### config.mk
export PLATFORM = sky130hd
export DESIGN_NAME = ps2_key_event_rx
export DESIGN_NICKNAME = d
export VERILOG_FILES = /design/src/rtl/ps2_key_event_rx.sv
export SDC_FILE = /design/constraint.sdc
export NUM_CORES = 1
export LEC_CHECK = 0
export CAP_MARGIN = 5
export CORE_MARGIN = 8
export CORE_UTILIZATION = 61
export CTS_CLUSTER_DIAMETER = 60
export DETAILED_ROUTE_END_ITERATION = 12
export PLACE_DENSITY = 0.82
export SETUP_SLACK_MARGIN = 0.3
export SLEW_MARGIN = 20
export SYNTH_ARGS = -nofsm -noshare
export SYNTH_HDL_FRONTEND = slang
export SYNTH_SLANG_ARGS = --single-unit
### constraint.sdc
create_clock -name CLK -period 3.3 [get_ports CLK]
set_input_delay 0.495 -clock CLK [delete_from_list [all_inputs] [get_ports CLK]]
set_output_delay 0.495 -clock CLK [all_outputs]
set_load 0.02 [all_outputs]
### src/rtl/ps2_key_event_rx.sv
// PS/2 keyboard receiver running on the system clock.
// Input pins are synchronised and run-length filtered. Each falling edge of the
// filtered keyboard clock strobes in one bit. Complete frames are checked for
// start, parity and stop. E0/F0 prefixes are folded into make/break events,
// which are queued in a small FIFO with a valid/ready interface.
module ps2_key_event_rx #(
  parameter int FILTER_LEN      = 8,
  parameter int TIMEOUT_CYCLES  = 100000,
  parameter int FIFO_DEPTH      = 8,
  parameter int SUPPRESS_REPEAT = 1
) (
  input  logic                          CLK,
  input  logic                          RST,
  input  logic                          PS2_CLK,
  input  logic                          PS2_DATA,
  output logic [9:0]                    evt_data,
  output logic                          evt_valid,
  input  logic                          evt_ready,
  output logic [$clog2(FIFO_DEPTH):0]   fifo_count,
  output logic                          frame_err,
  output logic                          overflow,
  input  logic                          ovf_clr
);

  localparam int FW = $clog2(FILTER_LEN + 1);
  localparam int TW = $clog2(TIMEOUT_CYCLES + 1);
  localparam int AW = $clog2(FIFO_DEPTH);
  localparam int CW = AW + 1;

  typedef enum logic {IDLE = 1'b0, RECV = 1'b1} state_e;

  logic [1:0]    clk_sync_q, dat_sync_q;
  logic [FW-1:0] clk_cnt_q, dat_cnt_q;
  logic          clk_filt_q, dat_filt_q, clk_prev_q;
  logic          clk_fall_s;

  state_e        state_q;
  logic [3:0]    bitcnt_q;
  logic [7:0]    shreg_q;
  logic          parity_q;
  logic [TW-1:0] tmo_q;
  logic          frame_err_q;
  logic          byte_stb_q;
  logic [7:0]    byte_q;

  logic          ext_q, ext_d, brk_q, brk_d;
  logic [8:0]    last_q, last_d;
  logic          last_vld_q, last_vld_d;
  logic          push_s;
  logic [9:0]    push_data_s;

  logic [9:0]    mem_q [FIFO_DEPTH];
  logic [AW-1:0] wr_ptr_q, rd_ptr_q;
  logic [CW-1:0] count_q, count_d;
  logic          overflow_q;
  logic          full_s, pop_s, wr_en_s, drop_s;

  // Two-stage synchronisers and run-length glitch filters for both pins.
  always_ff @(posedge CLK) begin
    if (RST) begin
      clk_sync_q <= 2'b11;
      dat_sync_q <= 2'b11;
      clk_cnt_q  <= '0;
      dat_cnt_q  <= '0;
      clk_filt_q <= 1'b1;
      dat_filt_q <= 1'b1;
      clk_prev_q <= 1'b1;
    end else begin
      clk_sync_q <= {clk_sync_q[0], PS2_CLK};
      dat_sync_q <= {dat_sync_q[0], PS2_DATA};
      clk_prev_q <= clk_filt_q;
      if (clk_sync_q[1] == clk_filt_q) begin
        clk_cnt_q <= '0;
      end else if (clk_cnt_q == FW'(FILTER_LEN - 1)) begin
        clk_filt_q <= clk_sync_q[1];
        clk_cnt_q  <= '0;
      end else begin
        clk_cnt_q <= clk_cnt_q + FW'(1);
      end
      if (dat_sync_q[1] == dat_filt_q) begin
        dat_cnt_q <= '0;
      end else if (dat_cnt_q == FW'(FILTER_LEN - 1)) begin
        dat_filt_q <= dat_sync_q[1];
        dat_cnt_q  <= '0;
      end else begin
        dat_cnt_q <= dat_cnt_q + FW'(1);
      end
    end
  end

  assign clk_fall_s = clk_prev_q & ~clk_filt_q;

  // Frame FSM: collects start/data/parity/stop bits, validates, and times out.
  always_ff @(posedge CLK) begin
    if (RST) begin
      state_q     <= IDLE;
      bitcnt_q    <= 4'd0;
      shreg_q     <= 8'd0;
      parity_q    <= 1'b0;
      tmo_q       <= '0;
      frame_err_q <= 1'b0;
      byte_stb_q  <= 1'b0;
      byte_q      <= 8'd0;
    end else begin
      frame_err_q <= 1'b0;
      byte_stb_q  <= 1'b0;
      case (state_q)
        IDLE: begin
          tmo_q <= '0;
          if (clk_fall_s && !dat_filt_q) begin
            state_q  <= RECV;
            bitcnt_q <= 4'd1;
          end
        end
        RECV: begin
          if (clk_fall_s) begin
            tmo_q <= '0;
            if (bitcnt_q <= 4'd8) begin
              shreg_q  <= {dat_filt_q, shreg_q[7:1]};
              bitcnt_q <= bitcnt_q + 4'd1;
            end else if (bitcnt_q == 4'd9) begin
              parity_q <= dat_filt_q;
              bitcnt_q <= bitcnt_q + 4'd1;
            end else begin
              // Stop bit: odd parity over data+parity and a high stop bit.
              if (((^shreg_q) ^ parity_q) && dat_filt_q) begin
                byte_stb_q <= 1'b1;
                byte_q     <= shreg_q;
              end else begin
                frame_err_q <= 1'b1;
              end
              state_q  <= IDLE;
              bitcnt_q <= 4'd0;
            end
          end else if (tmo_q == TW'(TIMEOUT_CYCLES - 1)) begin
            frame_err_q <= 1'b1;
            state_q     <= IDLE;
            bitcnt_q    <= 4'd0;
            tmo_q       <= '0;
          end else begin
            tmo_q <= tmo_q + TW'(1);
          end
        end
        default: begin
          state_q  <= IDLE;
          bitcnt_q <= 4'd0;
        end
      endcase
    end
  end

  // Prefix decoder and typematic-repeat filter, evaluated on the byte strobe.
  always_comb begin
    ext_d       = ext_q;
    brk_d       = brk_q;
    last_d      = last_q;
    last_vld_d  = last_vld_q;
    push_s      = 1'b0;
    push_data_s = {brk_q, ext_q, byte_q};
    if (byte_stb_q) begin
      if (byte_q == 8'hE0) begin
        ext_d = 1'b1;
      end else if (byte_q == 8'hF0) begin
        brk_d = 1'b1;
      end else begin
        ext_d = 1'b0;
        brk_d = 1'b0;
        if (brk_q) begin
          last_vld_d = 1'b0;
          push_s     = 1'b1;
        end else if ((SUPPRESS_REPEAT != 0) && last_vld_q && (last_q == {ext_q, byte_q})) begin
          push_s = 1'b0;
        end else begin
          push_s     = 1'b1;
          last_d     = {ext_q, byte_q};
          last_vld_d = 1'b1;
        end
      end
    end else begin
      push_s = 1'b0;
    end
  end

  assign full_s  = (count_q == CW'(FIFO_DEPTH));
  assign pop_s   = evt_valid & evt_ready;
  assign wr_en_s = push_s & (~full_s | pop_s);
  assign drop_s  = push_s & full_s & ~pop_s;

  // Occupancy update from the push/pop combination.
  always_comb begin
    case ({wr_en_s, pop_s})
      2'b10:   count_d = count_q + CW'(1);
      2'b01:   count_d = count_q - CW'(1);
      default: count_d = count_q;
    endcase
  end

  // Decoder state, FIFO storage/pointers and the sticky overflow flag.
  always_ff @(posedge CLK) begin
    if (RST) begin
      ext_q      <= 1'b0;
      brk_q      <= 1'b0;
      last_q     <= 9'd0;
      last_vld_q <= 1'b0;
      wr_ptr_q   <= '0;
      rd_ptr_q   <= '0;
      count_q    <= '0;
      overflow_q <= 1'b0;
      for (int i = 0; i < FIFO_DEPTH; i++) begin
        mem_q[i] <= 10'd0;
      end
    end else begin
      ext_q      <= ext_d;
      brk_q      <= brk_d;
      last_q     <= last_d;
      last_vld_q <= last_vld_d;
      count_q    <= count_d;
      if (wr_en_s) begin
        mem_q[wr_ptr_q] <= push_data_s;
        wr_ptr_q        <= wr_ptr_q + AW'(1);
      end
      if (pop_s) begin
        rd_ptr_q <= rd_ptr_q + AW'(1);
      end
      if (drop_s) begin
        overflow_q <= 1'b1;
      end else if (ovf_clr) begin
        overflow_q <= 1'b0;
      end
    end
  end

  assign evt_valid  = (count_q != '0);
  assign evt_data   = mem_q[rd_ptr_q];
  assign fifo_count = count_q;
  assign frame_err  = frame_err_q;
  assign overflow   = overflow_q;

endmodule

Yosys cells after proc, flatten, opt, wreduce, memory -nomap -nowiden:

Memory sizes are Yosys's and may differ from the RTL's. A register that Yosys moved wholly into a read port is not among the register bits.
Cells that the tools add are included.

* equality and inequality tests: 16
* $lt $le $gt $ge: 1
* $add $sub $neg: 8
* reductions and logical operators: 23
* muxes and demuxes: 44
* bitwise logic cells: 20

Operator list (number)
* $mux 17: 2
* $pmux 17 s2: 1
* $mux 1: 29
* $mux 4: 5
* $add 17x1->17 const B: 1
* $eq 17x17->1 const B: 1
* $add 4x1->4 const B: 4
* $eq 8x8->1 const B: 2
* $pmux 4 s2: 2
* $not 1->1: 13
* $mux 10: 1
* $reduce_and 2->1: 5
* $reduce_and 5->1: 2
* $reduce_or 10->1: 1
* $eq 9x9->1: 1
* $mux 3: 3
* $eq 4x3->1 const B: 2
* $eq 4x4->1 const B: 2
* $reduce_and 4->1: 2
* $reduce_xor 8->1: 1
* $add 3x1->3 const B: 2
* $ne 2x2->1 const B: 3
* $reduce_or 3->1: 2
* $and 1x1->1: 5
* 16 further kinds: 20

* bits in writable memories: 80
* register bits: 79
* logic and storage cells: 136
* bits of input ports: 6
* output and inout bits: 17
* memories: 1

Memories
* mem_q: words 8, bits a word 10, rd ports 1, clocked after memory_dff 1, wr ports 8, RTL line 52 `logic [9:0] mem_q [FIFO_DEPTH];`

Longest topological paths before layout:

* depth after elaboration: 13
* depth in mapped cells: 10
* mapped depth without buffers: 10

Least setup slack after synthesis:

Ideal clock, no wire load.

* path kind: flip-flop to flip-flop
* from: reg count_q[3], in the netlist fifo_count[3]
* to: reg count_q[3], in the netlist fifo_count[3]
* data arrival time: 2.413 ns
* setup time: 0.127 ns
* slack: 0.760 ns
* required time: 3.173 ns
* cell stages (with the launch flop): 11
* path buffers: 1
* clock period less this slack: 2.540 ns
* cells stage by stage: dfxtp_1 > or4_1 > and2_1 > buf_4 > nand2_1 > inv_1 > ha_1 > a21o_1 > a21oi_1 > nand4b_1 > nand4_1

* longest elaborated chain between the ends: 6
* elaborated cells between the ends (all ways): 12
* classes of those cells: 2 x add/sub; 3 x eq/ne; 1 x mux; 4 x bitwise; 2 x reduce/logical

Ends and longest elaborated chain
* start: declaration: RTL line 54 `logic [CW-1:0] count_q, count_d;`
* start signal: assignment: RTL line 217 `count_q <= count_d;`
* $reduce_bool 4->1 *: RTL line 233 `assign evt_valid = (count_q != '0);`
* net evt_valid: RTL line 17 `output logic evt_valid,`
* $and 1x1->1 *: RTL line 185 `assign pop_s = evt_valid & evt_ready;`
* $or 1x1->1: RTL line 186 `assign wr_en_s = push_s & (~full_s | pop_s);`
* $and 1x1->1: RTL line 186
* $eq 2x1->1 / $eq 2x2->1 (equally long branches): RTL line 191 `case ({wr_en_s, pop_s})`
* $pmux 4 s2 / $reduce_bool 2->1 (equally long branches)

The timed path passes the listed nets; every way through them passes the cells marked *.
A chain may end at the register's enable or synchronous reset.

==> key figures <==
Status
  • Status: completed

Clock tree
  • Clock Path Buffers: 2
  • H-tree Lvls: 4
  • Total number of clock tree sinks: between 150 and 200
  • Worst-path clk slew: about 0.070 ns
  • TritonCTS clock tree: yes
  • Hold bufs inserted after CTS: 0
  • TritonCTS Buffers: 17
  • Worst-skew pair later-pin latency: 0.42 ns
  • CTS Root Buffer Type: clkbuf_16

Route
  • Highest metal layer with signal wires: met4
  • Drt total wl: 13.9 mm
  • Drt pass-1 iters: 7
  • Final ANT Viol Nets: 0
  • DR iter-0 viols: 489
  • DR WL met2: 6.98 mm
  • Average wire per standard cell: between 15 and 20 um
  • Met3 Routed Length: 749 um
  • Wl on met1: 5.90 mm
  • Via count: about 4.7k
  • Avg Vias per Cell: slightly below 6
  • DRC: 0

Final layout
  • Net count of the finished layout: between 600 and 700
  • Fin cells: 812
  • Diodes inserted: 0
  • Filler instances: 805
  • Share of layout cells above drive strength 1: 0.145
  • Area grow syn2layout: 13.5%
  • Finished Cell Area: between 8000 and 9000 um^2
  • Sequential Area: 4040 um^2
  • Area of the multi-input gates: between 3000 and 4000 um^2

Place
  • RD Place Congestion: ~0.84
  • Post-DP HPWL: between 9 and 10 mm
  • Placed instance count: 780
  • Post-Place Cell Area: 7620 um^2
  • Buffers on Ports: 22

Floorplan
  • Die height: ~120 um
  • Die W: 125 um
  • FP Rows: 39
  • IO Pins: 23
  • Core area: roughly 12,000 um^2
  • Initial Util: 0.628
  • Die ar.: between 15,000 and 20,000 um^2

Yosys
  • Mux share of post-synthesis cell area: 0.126
  • Post-synthesis cell type count: 58
  • Post-synthesis compound-gate area fraction: 0.0429
  • Synth top area share: 0.332
  • Ys async rst share: 0
  • Post-synthesis adder-cell area fraction: 0.0201
  • Largest cells by area after synthesis: edfxtp_1 33%, dfxtp_1 23%, nor2_1 7.5%, mux4_2 6.2%, xnor2_1 3.8%
  • Synth Area in Simple Gates: 0.176
  • Share of the yosys chip area belonging to registers: 0.559
  • Synth Flop Type: dfxtp_1
  • Largest area contributor in the synthesized netlist: edfxtp_1
  • XOR/XNOR Fraction of Synth Area: 0.0504
  • Mapped Area: 7230 um^2
  • Synth Net Count: around 640
  • Post-synthesis register bit count: around 160
  • Post-Syn Instances: ~630
  • Dominant combinational cell family by area after synthesis: simple AND/OR/NAND/NOR gates
  • Avg Inst Size Synth: between 10 and 15 um^2
  • Post-synth EDFFs: 80
  • Synth Warn #: 0

GRT
  • Number of global-route vias before repair: between 4k and 5k
  • GRT overflow: 0
  • Gr usage total: 0.183
  • First-pass GRT wire length: between 20 and 25 mm
  • Largest net degree at the start of global routing: 51
  • Initial antenna violation count: 0

Pwr
  • Leak pwr: roughly 2.7 nW
  • Power Dens Cells: 602 nW/um^2
  • Pwr Total: between 4 and 5 mW
  • Switching Share: 0.249
  • Peak supply drop: slightly below 400 uV
  • Clock power share: 0.389
  • Sw power: approximately 1.2 mW
  • Comb pwr share: 0.160
  • Internal Pwr Total: around 3.7 mW
  • Flop pwr share: 0.451

Timing
  • Fin. max-slew vios: 0
  • Fin Setup TNS: 0 ns
  • RSZ-0062 raised after global routing: false
  • WHS: between 0.4 and 0.5 ns
  • Min cycle time layout: around 2.9 ns
  • Slew Limit Headroom: 0.564
  • Setup violators final: 0
  • Measured slew at the worst slew-check pin: 0.653 ns
  • Hold violation total from the final report: 0
  • Fmax: between 0.3 and 0.4 GHz
  • Clock skew: ~0.0073 ns
  • Crit share post-route: 0.881

Critical path
  • CP cell instances: buf_8, mux4_2, mux2_2, clkdlybuf4s50_1
  • Worst Path Arrival: between 2 and 2.5 ns
  • R2R depth: 10
  • Critical Path RT: approximately 2.8 ns
  • R2R Path Start: byte_q[7]$_SDFFE_PP0P_
  • CP Launch Type: register
  • RR Endpoint: fifo_count[3]$_SDFFE_PP0P_
  • Reg2Reg Setup Slack: approximately 0.45 ns
  • Critical path's slowest cell: clkdlybuf4s50_1
  • Critical-path maximum fanout: 20
  • Crit-path max cell delay: between 0.5 and 0.6 ns
  • CP Class: reg2out
  • Critical path capture point type: output port

Worst hold path
  • WHS Path Cells: 1
  • Hold crit path type: reg2reg
  • Hold Path Origin: clk_sync_q[0]$_SDFF_PP1_
  • Worst Hold End: clk_sync_q[1]$_SDFF_PP1_

Run
  • # Max-Cap Violations: 0
-- area by class of cell --
class | instances | area share
Clock buffer | 18 | 0.0523
Multi-Input combinational cell | 423 | 0.366
Timing Repair Buffer | 40 | 0.0436
Clock inverter | 14 | 0.0186
Tap cell | 143 | 0.0218
Sequential cell | 162 | 0.493
Inverter | 12 | 0.00549
-- cells in the final DEF (no fill, tap or decap), drive strengths merged, types with 18 or more instances in the layout --
cell type	count
edfxtp	80
nor2	145
buf	19
dfxtp	82
xnor2	31
nand2	36
mux4	20
mux2i	28
clkdlybuf4s50	21
clkbuf	18
nand2b	22
-- synthesized netlist by cell type, drive strengths merged (5+ instances only) --
master  count
nand2      36
or2         5
nand4       6
clkbuf     14
xnor2      31
mux2i      28
mux2       14
nand3      10
a21oi      11
xor2        8
inv        12
nor2      145
mux4       20
ha         10
and3        5
o21bai      8
nand2b     22
edfxtp     80
nor2b       6
buf        16
o21ai       5
nor3        9
dfxtp      82
-- registers in the layout (all words and copies together), names as in the netlist, named ones only --
register	count
clk_sync_q	2
clk_filt_q	1
parity_q	1
mem_q	80
overflow	1
bitcnt_q	4
clk_prev_q	1
fifo_count	4
dat_cnt_q	4
byte_stb_q	1
dat_sync_q	2
frame_err	1
ext_q	1
last_vld_q	1
rd_ptr_q	3
clk_cnt_q	4
brk_q	1
wr_ptr_q	3
shreg_q	8
last_q	9
state_q	1
dat_filt_q	1
byte_q	8
tmo_q	17
-- stage by stage --
step / utilization / worst slack, ns
after floorplan: - / 0.760
after global placement: 0.662 / 0.578
after detailed placement: 0.662 / 0.456
after CTS: 0.713 / 0.340
after global routing: 0.713 / 0.308
final: 0.713 / 0.394
-- cell families after synthesis --
kind of cell,count (synthesis)
fa+ha+maj,11
simple gates,268
mux,62
compound gates,42
buf+inv,42
flops,162
xor+xnor,40
-- power groups by stage --
stage                     registers, mW  clock network, mW  logic [mW]
after global routing               2.24               2.03       0.839
after CTS                          2.23               1.94       0.795
after floorplan                    2.27                  0       0.552
final                              2.23               1.93       0.789
after detailed placement           2.27                  0       0.787
after global placement             2.26                  0       0.768
-- repair_timing --
action	in CTS	in global routing
pin swaps	0	0
setup buffers	0	0
gates cloned	0	0
setup endpoints to repair	3	2
resized for setup	1	2
-- worst max-delay path by stage --
stage                                             to  cells after the start
after floorplan           fifo_count[3]$_SDFFE_PP0P_                     10
after global placement    fifo_count[3]$_SDFFE_PP0P_                     10
after detailed placement  fifo_count[3]$_SDFFE_PP0P_                     10
after CTS                                evt_data[4]                      4
after global routing      fifo_count[3]$_SDFFE_PP0P_                     10
final                                    evt_data[0]                      4
-- critical path: cells and delay by family, from the launching register on --
kind,cells,cell delay (ns)
buffers and inverters,2,0.79
muxes,2,0.84
DFF,1,0.34
-- metal layers --
| metal | global-route usage | vias to the layer above |
|---|---|---|
| met5 | 0 | - |
| met4 | 0.0759 | 0 |
| met3 | 0.0351 | 24 |
| met2 | 0.318 | 135 |
| met1 | 0.217 | 2327 |
| li1 | - | 2250 |
Power figures use the tool's default switching activity.
